### config.mk
export PLATFORM = sky130hd
export DESIGN_NAME = seq_detector_param
export DESIGN_NICKNAME = d
export VERILOG_FILES = /design/src/rtl/seq_det_pkg.sv /design/src/rtl/sat_counter.sv /design/src/rtl/seq_detector_param.sv
export SDC_FILE = /design/constraint.sdc
export NUM_CORES = 1
export LEC_CHECK = 0
export BUFFER_PORTS_ARGS = -buffer_cell sky130_fd_sc_hd__buf_2
export CELL_PAD_IN_SITES_DETAIL_PLACEMENT = 1
export CELL_PAD_IN_SITES_GLOBAL_PLACEMENT = 2
export CORE_MARGIN = 2
export CORE_UTILIZATION = 36
export DETAILED_ROUTE_END_ITERATION = 7
export GPL_ROUTABILITY_DRIVEN = 0
export PLACE_DENSITY_LB_ADDON = 0.1
export SLEW_MARGIN = 20
export SYNTH_ARGS = -nofsm -noshare
export SYNTH_HDL_FRONTEND = slang
export SYNTH_SLANG_ARGS = --single-unit
### constraint.sdc
create_clock -name clk -period 2.99 [get_ports clk]
set_clock_uncertainty 0.1 [all_clocks]
set_input_delay 0.598 -clock clk [delete_from_list [all_inputs] [get_ports clk]]
set_output_delay 0.598 -clock clk [all_outputs]
set_load 0.1 [all_outputs]
### src/rtl/seq_det_pkg.sv
// ============================================================================
// Module  : seq_det_pkg
// Brief   : Shared constants, FSM encoding and width helper for seq_detector_param
// Rev     : 1.0 - initial release
// ============================================================================
`default_nettype none

package seq_det_pkg;

   localparam int         c_def_pat_w   = 8;
   localparam int         c_def_cnt_w   = 8;
   localparam logic [7:0] c_def_rst_pat = 8'b0000_0110;
   localparam int         c_def_rst_len = 5;
   localparam logic       c_def_rst_ovl = 1'b1;

   typedef enum logic [0:0] {
      ST_DISABLED = 1'b0,
      ST_RUN      = 1'b1
   } det_state_t;

   // Length fields must hold 0..PAT_W inclusive.
   function automatic int len_w(input int pat_w);
      return $clog2(pat_w + 1);
   endfunction

endpackage

`default_nettype wire

### src/rtl/sat_counter.sv
// ============================================================================
// Module  : sat_counter
// Brief   : Saturating up-counter with clear; clear plus increment yields 1
// Rev     : 1.0 - initial release
// ============================================================================
`default_nettype none

module sat_counter #(
   parameter int CNT_W = 8
)(
   input  logic             clk,
   input  logic             rst,
   input  logic             inc,
   input  logic             clr,
   output logic [CNT_W-1:0] count,
   output logic             sat
);

   logic [CNT_W-1:0] r_count;
   logic             w_full;

   assign w_full = &r_count;

   always_ff @(posedge clk or posedge rst) begin
      if (rst) begin
         r_count <= '0;
      end else if (clr) begin
         r_count <= inc ? CNT_W'(1) : '0;
      end else if (inc && !w_full) begin
         r_count <= r_count + CNT_W'(1);
      end
   end

   assign count = r_count;
   assign sat   = w_full;

endmodule

`default_nettype wire

### src/rtl/seq_detector_param.sv
// ============================================================================
// Module  : seq_detector_param
// Brief   : Runtime-programmable serial pattern detector with Mealy match,
//           registered match and saturating match counter
// Rev     : 1.0 - initial release
// ============================================================================
`default_nettype none

module seq_detector_param
   import seq_det_pkg::*;
#(
   parameter int             PAT_W   = c_def_pat_w,
   parameter int             CNT_W   = c_def_cnt_w,
   parameter logic [PAT_W-1:0] RST_PAT = PAT_W'(c_def_rst_pat),
   parameter int             RST_LEN = c_def_rst_len,
   parameter logic           RST_OVL = c_def_rst_ovl,
   localparam int            LEN_W   = len_w(PAT_W)
)(
   input  logic             clk,
   input  logic             rst,
   input  logic             in,
   input  logic             in_valid,
   input  logic             cfg_load,
   input  logic [PAT_W-1:0] cfg_pattern,
   input  logic [LEN_W-1:0] cfg_len,
   input  logic             cfg_overlap,
   input  logic             count_clr,
   output logic             out,
   output logic             out_q,
   output logic [CNT_W-1:0] match_count,
   output logic             count_sat
);

   localparam logic [LEN_W-1:0] c_rst_len =
      (RST_LEN > PAT_W) ? LEN_W'(PAT_W) : LEN_W'(RST_LEN);

   det_state_t       r_state;
   logic [PAT_W-1:0] r_pat;
   logic [LEN_W-1:0] r_len;
   logic             r_ovl;
   logic [PAT_W-2:0] r_hist;
   logic [LEN_W-1:0] r_fill;
   logic             r_out_q;

   logic [PAT_W-1:0] w_window;
   logic [PAT_W-1:0] w_mask;
   logic [LEN_W:0]   w_fill_p1;
   logic             w_fill_ok;
   logic             w_eq;
   logic             w_out;
   logic [LEN_W-1:0] w_len_cl;

   assign w_window  = {r_hist, in};
   assign w_fill_p1 = {1'b0, r_fill} + (LEN_W+1)'(1);
   // fill >= len-1, evaluated without wrap when len is small
   assign w_fill_ok = (w_fill_p1 >= {1'b0, r_len});
   assign w_len_cl  = (cfg_len > LEN_W'(PAT_W)) ? LEN_W'(PAT_W) : cfg_len;

   always_comb begin
      w_mask = '0;
      for (int i = 0; i < PAT_W; i++) begin
         w_mask[i] = (LEN_W'(i) < r_len);
      end
   end

   assign w_eq  = (((w_window ^ r_pat) & w_mask) == '0);
   assign w_out = (r_state == ST_RUN) & in_valid & ~cfg_load & ~rst & w_fill_ok & w_eq;

   always_ff @(posedge clk or posedge rst) begin
      if (rst) begin
         r_state <= (c_rst_len == '0) ? ST_DISABLED : ST_RUN;
         r_pat   <= RST_PAT;
         r_len   <= c_rst_len;
         r_ovl   <= RST_OVL;
         r_hist  <= '0;
         r_fill  <= '0;
         r_out_q <= 1'b0;
      end else begin
         r_out_q <= w_out;
         if (cfg_load) begin
            r_state <= (w_len_cl == '0) ? ST_DISABLED : ST_RUN;
            r_pat   <= cfg_pattern;
            r_len   <= w_len_cl;
            r_ovl   <= cfg_overlap;
            r_fill  <= '0;
         end else if (r_state == ST_RUN && in_valid) begin
            if (w_out && !r_ovl) begin
               r_fill <= '0;
            end else begin
               r_hist <= w_window[PAT_W-2:0];
               if (!w_fill_ok) begin
                  r_fill <= r_fill + LEN_W'(1);
               end
            end
         end
      end
   end

   sat_counter #(
      .CNT_W (CNT_W)
   ) u_cnt (
      .clk   (clk),
      .rst   (rst),
      .inc   (w_out),
      .clr   (count_clr),
      .count (match_count),
      .sat   (count_sat)
   );

   assign out   = w_out;
   assign out_q = r_out_q;

endmodule

`default_nettype wire

==> qor.csv <==
stage,metric,value,unit
drt,viasPerCell,5.24,
drt,vias,1509,
cells_and_area,final_cell_mix,"buf_2 (28), dfrtp_1 (27), nor2_1 (13), nand2_1 (13), buf_4 (12)",
worst_setup_path,critPathArrivalTime,2320,ps
timing,fin_tns_setup,-27.2,ps
power_and_ir_drop,cellPowerDensity,584,nW/µm²
global_routing,grt_start_max_net_pins,32,
cells_and_area,seq_area,860,µm²
timing,fmax,331,MHz
clocking,tritoncts,yes,
power_and_ir_drop,finalPower,1.38,mW
floorplanning,die_area,5910,µm²
floorplanning,ios,30,
cells_and_area,layout_commonest_cell,buf_2,
timing,slew_viol_final,0,
clocking,htreeDepth,2,
global_routing,grt_pass1_vias,1662,
worst_setup_path,cp.required,2290,ps
cells_and_area,fillers,604,
timing,fin_ws,-27.2,ps
placement,place_inst,275,
floorplanning,core-area,5110,µm²
clocking,cts_root_buf,clkbuf_8,
drt,drtIter0Drc,46,
drt,drc,0,
timing,relSlewSlack,0.628,
drt,wl_per_cell,16.4,µm
cells_and_area,final_util,0.464,
clocking,clockBufferDepth,2,
power_and_ir_drop,ir_worst_vdd,0.207,mV
global_routing,grt_pass1_wl,8310,µm
clocking,clk_latency,290,ps
cells_and_area,design_area,2370,µm²
yosys,synthArstFlopShare,1.00,
floorplanning,rows,26,
yosys,ys.flop_type,dfrtp_1,
clocking,cts_hold_buf,0,
timing,rsz0062_at_grt,true,
placement,pre_cts_ws,216,ps
yosys,ys_warn_count,0,
timing,hold_slack,90.8,ps
yosys,synth-seq-cells,34,
clocking,numCtsBuffers,5,
yosys,synth-edff-count,0,
timing,setup_viol,1,
run,drv_cap,0,
worst_setup_path,path_max_fanout,3,
worst_setup_path,path_class,flip-flop to output pin,
global_routing,antenna_found_initial,0,
timing,finalCritPeriodShare,1.01,
timing,hold_viol,0,
floorplanning,die_w,76.9,µm
power_and_ir_drop,p_leak,1.06,nW
yosys,synthesis.nets,198,
cells_and_area,area.growth.synth_to_final,24.0,%
drt,ant_nets,0,
placement,io_buffers,29,
clocking,clock_sinks,34,
yosys,syn_area_per_cell,11.0,µm²
worst_setup_path,regToRegSetupSlack,230,ps
floorplanning,initial_core_util,0.374,
outcome,outcome,"complete, but fails checks",
yosys,syn_inst,173,
global_routing,grt-ovfl-total,0,
cells_and_area,fin_nets,242,
placement,dp_hpwl,3510,µm
cells_and_area,diodes,0,
hold_path,hold_class,input pin to asynchronous set/reset pin,
timing,tightest_slew,557,ps
floorplanning,die-height,76.9,µm
worst_setup_path,start_kind,flip-flop,
yosys,mappedNetlistArea,1910,µm²
cells_and_area,drive_gt1_frac,0.394,
cells_and_area,multi_input_area,1020,µm²
placement,dpl-instance-area,2210,µm²
global_routing,grt_usage,0.177,
drt,drt_pass1_iterations,4,
clocking,clkTransAtPathRegs,70,ps
outcome,violations,setup timing,
yosys,yosysSeqAreaShare,0.449,
cells_and_area,final_cell_count_no_fill,288,
yosys,yosysUniqueCellTypes,45,
timing,finalCriticalPeriod,3020,ps
worst_setup_path,end_kind,output pin,
drt,routed_wl,4740,µm
## layout make-up
type | count | area share
inverter | 9 | 0.0143
clock buffer | 5 | 0.0290
sequential | 34 | 0.363
tap | 70 | 0.0370
clock inverter | 3 | 0.0190
timing repair buffer | 41 | 0.106
multi-input combinational | 126 | 0.432
## state kept, by name (all words and copies together) (netlist names)
name,count
r_ovl,1
r_fill,4
out_q,1
r_pat,8
r_hist,7
r_state,1
u_cnt.count,8
r_len,4
## where the power goes
group	total (mW)	switching, mW	internal, mW	leakage, nW
sequential	0.591	0.0631	0.528	0.421
combinational	0.363	0.181	0.182	0.589
clock	0.430	0.182	0.248	0.0504
total	1.38	0.425	0.958	1.06
## cells in the mapped netlist, types with 2 or more instances
master,n,area share
nor3_1,2,0.0052
mux2i_1,2,0.010
a31o_2,2,0.0092
nand2b_1,2,0.0065
a21oi_1,12,0.031
ha_1,6,0.039
xor2_1,7,0.032
and4_1,2,0.0092
inv_1,9,0.018
a2111oi_4,2,0.029
nand4_1,3,0.0098
nand2_1,13,0.026
and2_1,2,0.0065
and3b_1,2,0.0092
o21ai_0,7,0.018
mux2_4,7,0.055
nor2_1,13,0.026
dfrtp_1,28,0.37
nand3_1,6,0.016
dfstp_2,6,0.083
a2111oi_2,2,0.016
a21o_1,2,0.0079
xnor2_1,3,0.014
mux2_2,8,0.047
nor2b_1,2,0.0065
clkbuf_1,3,0.0059
o2bb2ai_1,2,0.0092
## timing repair
item | 4_1_cts | 5_1_grt
pin swaps | 1 | 1
endpoints found under the setup margin | 1 | 1
gates resized for setup | 2 | 2
buffers inserted | 3 | 2
## critical path, stage by stage, from the launching register on
cell,delay [ps]
dfstp_2,550
or4b_4,470
a2111oi_4,310
o21ai_2,130
a211oi_4,350
buf_12,220
## final timing paths
kind,startpoint,to,cells after the start
max in group asynchronous,rst,r_ovl,3
hold / removal,rst,r_len[1],2
hold reg to reg,r_state,r_state,2
min in group clk,cfg_len[3],r_len[2],2
setup reg to reg,r_len[2],r_hist[5],8
setup / recovery,r_len[2],out,5
## routing by layer
layer / global-route usage / wire [µm] / vias to the layer above
li1: - / - / 718
met1: 0.224 / 2120 / 765
met2: 0.310 / 2420 / 24
met3: 0.0388 / 160 / 2
met4: 0.0382 / 27 / 0
met5: 0 / 0 / -
## logic make-up (layout without fill, tap and decap cells)
| group | Yosys count | count (layout) | synth area share |
|---|---|---|---|
| simple gates | 51 | 51 | 0.143 |
| mux | 17 | 17 | 0.113 |
| fa+ha+maj | 6 | 6 | 0.0393 |
| xor+xnor | 10 | 10 | 0.0458 |
| buf+inv | 13 | 58 | 0.0255 |
| flops | 34 | 34 | 0.449 |
| compound gates | 42 | 42 | 0.185 |
Note: power is estimated with default switching activity, not from simulation.
